## config.mk

```make
export PLATFORM = sky130hd
export DESIGN_NAME = sha256_round_ctrl_flat
export DESIGN_NICKNAME = d
export VERILOG_FILES = /design/src/rtl/sha256_pkg.sv /design/src/rtl/sha256_round_ctrl_if.sv /design/src/rtl/sha256_msg_sched.sv /design/src/rtl/sha256_round_ctrl.sv /design/src/flat_wrapper.sv
export SDC_FILE = /design/constraint.sdc
export NUM_CORES = 2
export LEC_CHECK = 0
export ABC_AREA = 0
export CAP_MARGIN = 20
export CORE_AREA = 2 2 447 449
export CTS_BUF_LIST = sky130_fd_sc_hd__clkbuf_4 sky130_fd_sc_hd__clkbuf_8 sky130_fd_sc_hd__clkbuf_16
export DETAILED_ROUTE_END_ITERATION = 8
export DIE_AREA = 0 0 449 451
export MAX_ROUTING_LAYER = met4
export PLACE_DENSITY = 0.59
export SYNTH_ARGS = -nofsm -noshare
export SYNTH_HDL_FRONTEND = slang
export SYNTH_SLANG_ARGS = --single-unit
```

## constraint.sdc

```tcl
create_clock -name clk -period 14.5 [get_ports clk]
set_input_delay 1.45 -clock clk [delete_from_list [all_inputs] [get_ports clk]]
set_output_delay 1.45 -clock clk [all_outputs]
set_load 0.005 [all_outputs]
```

## src/rtl/sha256_pkg.sv

```systemverilog
// Shared SHA-256 types, constants and message-schedule helpers.
package sha256_pkg;

  typedef logic [31:0] word_t;

  typedef enum logic [2:0] {
    ST_IDLE,
    ST_LOAD,
    ST_ISSUE,
    ST_CAPTURE,
    ST_FINAL
  } state_e;

  // Initial hash value H0..H7, H0 in the top word.
  localparam logic [255:0] SHA256_IV = {
    32'h6a09e667, 32'hbb67ae85, 32'h3c6ef372, 32'ha54ff53a,
    32'h510e527f, 32'h9b05688c, 32'h1f83d9ab, 32'h5be0cd19
  };

  function automatic word_t rotr(input word_t x, input int unsigned n);
    return (x >> n) | (x << (32 - n));
  endfunction

  // Small sigma functions used by the message schedule.
  function automatic word_t s0(input word_t x);
    return rotr(x, 7) ^ rotr(x, 18) ^ (x >> 3);
  endfunction

  function automatic word_t s1(input word_t x);
    return rotr(x, 17) ^ rotr(x, 19) ^ (x >> 10);
  endfunction

endpackage

```

## src/rtl/sha256_round_ctrl_if.sv

```systemverilog
// Block feed, round-unit and digest signals of the round controller.
// slave = controller side, master = block feed plus round unit.
interface sha256_round_ctrl_if;
  import sha256_pkg::*;

  logic         blk_valid;
  logic         blk_ready;
  logic [511:0] blk_data;
  logic         blk_first;
  logic [255:0] rnd_state;
  word_t        rnd_w;
  logic [5:0]   rnd_select;
  word_t        rnd_t1_out;
  word_t        rnd_t2_out;
  logic         digest_valid;
  logic [255:0] digest;

  modport slave (
    input  blk_valid, blk_data, blk_first, rnd_t1_out, rnd_t2_out,
    output blk_ready, rnd_state, rnd_w, rnd_select, digest_valid, digest
  );

  modport master (
    output blk_valid, blk_data, blk_first, rnd_t1_out, rnd_t2_out,
    input  blk_ready, rnd_state, rnd_w, rnd_select, digest_valid, digest
  );

endinterface

```

## src/rtl/sha256_msg_sched.sv

```systemverilog
// 16-word sliding message-schedule window; win[0] is W_t of the current round.
module sha256_msg_sched
  import sha256_pkg::*;
(
  input  logic         clk,
  input  logic         rst,
  input  logic         load,
  input  logic         shift,
  input  logic [511:0] blk_data,
  output word_t        w
);

  word_t win [16];
  word_t w_next;

  // Next schedule word W_{t+16} computed from the current window.
  always_comb begin
    w_next = s1(win[14]) + win[9] + s0(win[1]) + win[0];
  end

  // Load a block big-endian (word 0 from the top bits) or slide by one round.
  // NOTE: the window is reset like any other register so rnd_w reads 0, not X, straight after reset.
  always_ff @(posedge clk) begin
    if (rst) begin
      for (int i = 0; i < 16; i++) win[i] <= '0;
    end else if (load) begin
      for (int i = 0; i < 16; i++) win[i] <= blk_data[511 - 32*i -: 32];
    end else if (shift) begin
      for (int i = 0; i < 15; i++) win[i] <= win[i + 1];
      win[15] <= w_next;
    end
  end

  assign w = win[0];

endmodule

```

## src/rtl/sha256_round_ctrl.sv

```systemverilog
// SHA-256 round sequencer: accepts a block, runs ROUNDS rounds on the external
// registered round unit at 2 cycles per round, then folds into H.
module sha256_round_ctrl
  import sha256_pkg::*;
#(
  parameter int ROUNDS  = 64,
  parameter int RND_LAT = 1
) (
  input  logic              clk,
  input  logic              rst,
  sha256_round_ctrl_if.slave bus
);

  localparam logic [5:0] LAST_T = 6'(ROUNDS - 1);

  if (RND_LAT != 1 || ROUNDS < 1 || ROUNDS > 64) begin : g_bad_cfg
    $error("sha256_round_ctrl: needs RND_LAT == 1 and 1 <= ROUNDS <= 64");
  end

  state_e           state_q, state_d;
  logic [5:0]       t_q;
  logic [0:7][31:0] work_q;  // a..h, a at index 0
  logic [0:7][31:0] h_q;     // H0..H7, H0 at index 0
  logic             dv_q;
  logic             accept, load_work, capture, fold;
  word_t            rnd_w;

  assign bus.blk_ready = (state_q == ST_IDLE);
  assign accept        = bus.blk_ready && bus.blk_valid;

  // State register.
  // NOTE: sequential state uses non-blocking assignments so every register samples pre-edge values.
  always_ff @(posedge clk) begin
    if (rst) state_q <= ST_IDLE;
    else     state_q <= state_d;
  end

  // Next-state and per-state control strobes.
  // NOTE: every output gets a default first so no latch is inferred.
  always_comb begin
    state_d   = state_q;
    load_work = 1'b0;
    capture   = 1'b0;
    fold      = 1'b0;
    unique case (state_q)
      ST_IDLE:    if (bus.blk_valid) state_d = ST_LOAD;
      ST_LOAD: begin
        load_work = 1'b1;
        state_d   = ST_ISSUE;
      end
      ST_ISSUE:   state_d = ST_CAPTURE;
      ST_CAPTURE: begin
        capture = 1'b1;
        state_d = (t_q == LAST_T) ? ST_FINAL : ST_ISSUE;
      end
      ST_FINAL: begin
        fold    = 1'b1;
        state_d = ST_IDLE;
      end
      default:    state_d = ST_IDLE;
    endcase
  end

  // Round counter, working variables, chaining hash and digest strobe.
  always_ff @(posedge clk) begin
    if (rst) begin
      t_q    <= '0;
      work_q <= '0;
      h_q    <= SHA256_IV;
      dv_q   <= 1'b0;
    end else begin
      dv_q <= fold;
      if (accept && bus.blk_first) h_q <= SHA256_IV;
      if (load_work) begin
        work_q <= h_q;
        t_q    <= '0;
      end
      if (capture) begin
        work_q <= {bus.rnd_t1_out, work_q[0], work_q[1], work_q[2],
                   bus.rnd_t2_out, work_q[4], work_q[5], work_q[6]};
        if (t_q != LAST_T) t_q <= t_q + 6'd1;
      end
      if (fold) begin
        for (int i = 0; i < 8; i++) h_q[i] <= h_q[i] + work_q[i];
      end
    end
  end

  sha256_msg_sched u_sched (
    .clk      (clk),
    .rst      (rst),
    .load     (accept),
    .shift    (capture),
    .blk_data (bus.blk_data),
    .w        (rnd_w)
  );

  assign bus.rnd_state    = work_q;
  assign bus.rnd_w        = rnd_w;
  assign bus.rnd_select   = t_q;
  assign bus.digest_valid = dv_q;
  assign bus.digest       = h_q;

endmodule
```

## src/flat_wrapper.sv

```systemverilog
// flat-port wrapper written by rule: the top's interface ports become plain ports
module sha256_round_ctrl_flat import sha256_pkg::*;
#(
  parameter int ROUNDS  = 64,
  parameter int RND_LAT = 1
)
  (clk, rst, bus_blk_valid, bus_blk_data, bus_blk_first, bus_rnd_t1_out, bus_rnd_t2_out, bus_blk_ready, bus_rnd_state, bus_rnd_w, bus_rnd_select, bus_digest_valid, bus_digest);
  sha256_round_ctrl_if bus_i ();
  input  logic clk;
  input  logic rst;
  input wire logic [$bits(bus_i.blk_valid)-1:0] bus_blk_valid;
  input wire logic [$bits(bus_i.blk_data)-1:0] bus_blk_data;
  input wire logic [$bits(bus_i.blk_first)-1:0] bus_blk_first;
  input wire logic [$bits(bus_i.rnd_t1_out)-1:0] bus_rnd_t1_out;
  input wire logic [$bits(bus_i.rnd_t2_out)-1:0] bus_rnd_t2_out;
  output wire logic [$bits(bus_i.blk_ready)-1:0] bus_blk_ready;
  output wire logic [$bits(bus_i.rnd_state)-1:0] bus_rnd_state;
  output wire logic [$bits(bus_i.rnd_w)-1:0] bus_rnd_w;
  output wire logic [$bits(bus_i.rnd_select)-1:0] bus_rnd_select;
  output wire logic [$bits(bus_i.digest_valid)-1:0] bus_digest_valid;
  output wire logic [$bits(bus_i.digest)-1:0] bus_digest;
  assign bus_i.blk_valid = bus_blk_valid;
  assign bus_i.blk_data = bus_blk_data;
  assign bus_i.blk_first = bus_blk_first;
  assign bus_i.rnd_t1_out = bus_rnd_t1_out;
  assign bus_i.rnd_t2_out = bus_rnd_t2_out;
  assign bus_blk_ready = bus_i.blk_ready;
  assign bus_rnd_state = bus_i.rnd_state;
  assign bus_rnd_w = bus_i.rnd_w;
  assign bus_rnd_select = bus_i.rnd_select;
  assign bus_digest_valid = bus_i.digest_valid;
  assign bus_digest = bus_i.digest;
  sha256_round_ctrl #(.ROUNDS(ROUNDS), .RND_LAT(RND_LAT)) u_core (.clk(clk), .rst(rst), .bus(bus_i));
endmodule
```

==> reports/results.ini <==
[yosys]
ys_seq_area_frac=0.442
netlist_area_mm2=0.0584
synthCells=6255
async_reset_ff_frac=0
synth.avg_cell_area_um2=9.34
synth_edf_count=512
synth_warnings=0
synth_flop_cell=dfxtp_1
synth_fp_nets=7185
ys_types=102
ys_seq_elements=1034

[timing]
period_share=0.377
hold_violations=0
worstMarginPinSlew_ps=1170
slew_viol_final=0
max-slew-margin-rel=0.223
grt_setup_unrepaired=no
setup_viol=0
fin_skew_ps=46.1
fmax_mhz=183
setup-tns-final_ps=0
fin_crit_ps=5460

[global_route]
grt.total_usage=0.253
grt_overflow=0
antenna_found_initial=31
grt_pass1_vias=50900
grt_max_degree=222
grt_pass1_wl_um=366000

[final_layout]
multiInputGateArea_mm2=0.0303
final_nets=8080
nFillCells=19900
final_cell_area_mm2=0.0762
area_delta_synth_final_pct=30.6
drive_gt1_frac=0.0452
ff_latch_area_mm2=0.0258

[placed_design]
dp_hpwl_um=197000
place_congestion=0.950
postPlaceCellArea_mm2=0.0719
io_buffers=1131

[cts]
numCtsBuffers=120
clock_path_buffers=3
hold_buffers=0
cts_resized=0
root_buffer=clkbuf_16
numClockSinks=1034
post_cts_buffers=0
clkTransAtPathRegs_ps=60
clkLatencyLatePin_ps=800
htreeDepth=3
cts_tree=built

[floorplanning]
ioPinCount=1132
dieArea_mm2=0.202
core_mm2=0.198
start_util=0.295
die_h_um=451
die_x_um=449
num_rows=164

[run_status]
status=finished, final reports clean

[drt]
drc=0
drt-total-wl_um=260000
avgViaCountPerCell=5.23
vias=52000
ant_nets=0
drt_first_pass_iters=7
wl_per_cell_um=26.2
drt_iter0_drc=4684

[run]
cap_viol_max_count=0

[power]
ir_drop_uv=98.9
powerDensity_mw_per_mm2=126
p_leak_uw=0.0297

[setup_path]
critPathCaptureType=register
path_class=reg2reg
critical_path.cell_chain=xnor2_1 > xnor2_1 > fa_1 > inv_1 > fa_1 > inv_1 > ha_1 > inv_1 > fa_1 > and2b_1 > o21ai_1 > a21o_1 > o2bb2ai_1 > a31oi_4 > a2111oi_4 > o41ai_2 > a31oi_1 > or4_1 > nand3_1
critPathMaxStageDelay_ps=560
crit_path_start_kind=register
crit_fanout=5
crit_slowest_cell=xnor2_1
arrival_ps=6120
critPathRequiredTime_ps=15160

[worst_hold_path]
hold_class=reg2reg

## registers in the layout, summed over array words and instances (netlist names)
| signal | cells |
|---|---|
| u_core.bus.rnd_select | 6 |
| u_core.bus.digest | 256 |
| u_core.bus.digest_valid | 1 |
| u_core.state_q | 3 |
| u_core.u_sched.win | 512 |
| u_core.bus.rnd_state | 256 |
## logic make-up after synthesis
kind of cell | share of synthesized area
AOI/OAI and AO/OA | 0.202
muxes | 0.0451
and+or+nand+nor | 0.133
xor gates and xnor gates | 0.0523
buffers and inverters | 0.0417
adders and majority gates | 0.0840
DFF | 0.442
## cells in the mapped netlist (all sizes together), types with 7 or more instances
library cell / number / area share
a21boi: 8 / 0.0010
o22a: 16 / 0.0024
a22oi: 59 / 0.0076
o31a: 8 / 0.0012
xor2: 115 / 0.017
a22o: 107 / 0.016
o21bai: 42 / 0.0055
a2111oi: 10 / 0.0020
nor2b: 17 / 0.0018
and2: 16 / 0.0017
o22ai: 61 / 0.0065
or2: 8 / 0.00086
nand2b: 96 / 0.010
nor3: 32 / 0.0027
ha: 280 / 0.060
nand3: 71 / 0.0062
o21a: 40 / 0.0051
a31oi: 26 / 0.0031
o21ai: 175 / 0.015
a221oi: 7 / 0.0012
nand2: 963 / 0.062
o2111ai: 8 / 0.0012
o211ai: 17 / 0.0023
nor2: 526 / 0.034
nand3b: 10 / 0.0013
and4: 8 / 0.0012
fa: 70 / 0.024
dfxtp: 522 / 0.18
edfxtp: 512 / 0.26
a21o: 144 / 0.019
a211oi: 298 / 0.038
inv: 207 / 0.013
a211o: 12 / 0.0018
and3: 23 / 0.0025
a21oi: 692 / 0.059
nor3b: 11 / 0.0014
o31ai: 18 / 0.0029
clkbuf: 340 / 0.022
xnor2: 234 / 0.035
o41ai: 7 / 0.0018
nand4: 25 / 0.0027
or3: 12 / 0.0013
buf: 66 / 0.0065
mux2i: 261 / 0.045
## power breakdown
group / switching, uW / internal, uW / total, uW
Combinational: 1540 / 1150 / 2680
Sequential: 282 / 3310 / 3590
Clock: 1360 / 1950 / 3300
Total: 3170 / 6410 / 9580
## final cells by class
type                            instances  area share
Clock buffer                          162      0.0450
Multi-Input combinational cell       4608       0.397
Antenna cell                           31     0.00102
Clock inverter                         65      0.0104
Inverter                              207      0.0102
Sequential cell                      1034       0.339
Tap cell                             2656      0.0436
Timing Repair Buffer                 1179       0.154
## final timing paths
kind,from,end,slack (ps),cells past startpoint
hold / removal,u_core.bus.digest[185]$_SDFFE_PP0P_,u_core.bus.digest[185]$_SDFFE_PP0P_,500,2
setup reg to reg,u_core.u_sched.win[0][51]$_SDFFCE_PN0P_,u_core.u_sched.win[1][253]$_DFFE_PP_,9040,19
hold reg to reg,u_core.bus.digest[185]$_SDFFE_PP0P_,u_core.bus.digest[185]$_SDFFE_PP0P_,500,2
setup / recovery,u_core.u_sched.win[0][51]$_SDFFCE_PN0P_,u_core.u_sched.win[1][253]$_DFFE_PP_,9040,19
## routing by layer
metal | up-vias | routed length, um | share of wire | global-route usage
li1 | 24300 | - | - | -
met1 | 25300 | 102000 | 0.39 | 0.290
met2 | 2012 | 125000 | 0.48 | 0.412
met3 | 467 | 15900 | 0.061 | 0.0494
met4 | 0 | 17100 | 0.066 | 0.148
met5 | - | 0 | 0 | -
## cell usage in the layout, fill, tap and decap left out, types with 15 or more instances in the layout
master	count
clkdlybuf4s50_1	1130
nand2_1	960
a21oi_1	690
nor2_1	524
dfxtp_1	521
edfxtp_1	512
a211oi_1	298
ha_1	280
mux2i_1	261
xnor2_1	234
inv_1	206
o21ai_0	168
a21o_1	142
clkbuf_16	122
xor2_1	115
a22o_1	107
nand2b_1	93
nand3_1	70
fa_1	70
o22ai_1	61
a22oi_1	59
buf_4	43
o21a_1	40
o21bai_1	38
diode_2	31
nor3_1	31
clkbuf_4	27
nand4_1	25
a31oi_1	24
and3_1	21
clkinv_2	21
nor2b_1	16
o211ai_1	16
o22a_1	16
bufinv_16	16
o31ai_1	15
## per-stage QoR
step	utilization	setup slack, ps	power (uW)	hold slack [ps]	instances
floorplan	-	1820	5260	470	6255
global placement	0.363	9020	6320	472	9684
detailed placement	0.363	8950	6320	484	9684
CTS	0.384	9040	9650	492	9911
global route	0.385	8750	10000	531	9935
finish	0.385	9040	9580	502	9942
## worst max-delay path: cells and delay by family, from the launching register on
kind            cells  cell delay (ps)
xor+xnor            2              730
compound gates      7             1640
flops               1              460
buf+inv             3              220
simple gates        3              750
fa+ha+maj           4             1530
Note: power is estimated with default switching activity, not from simulation.
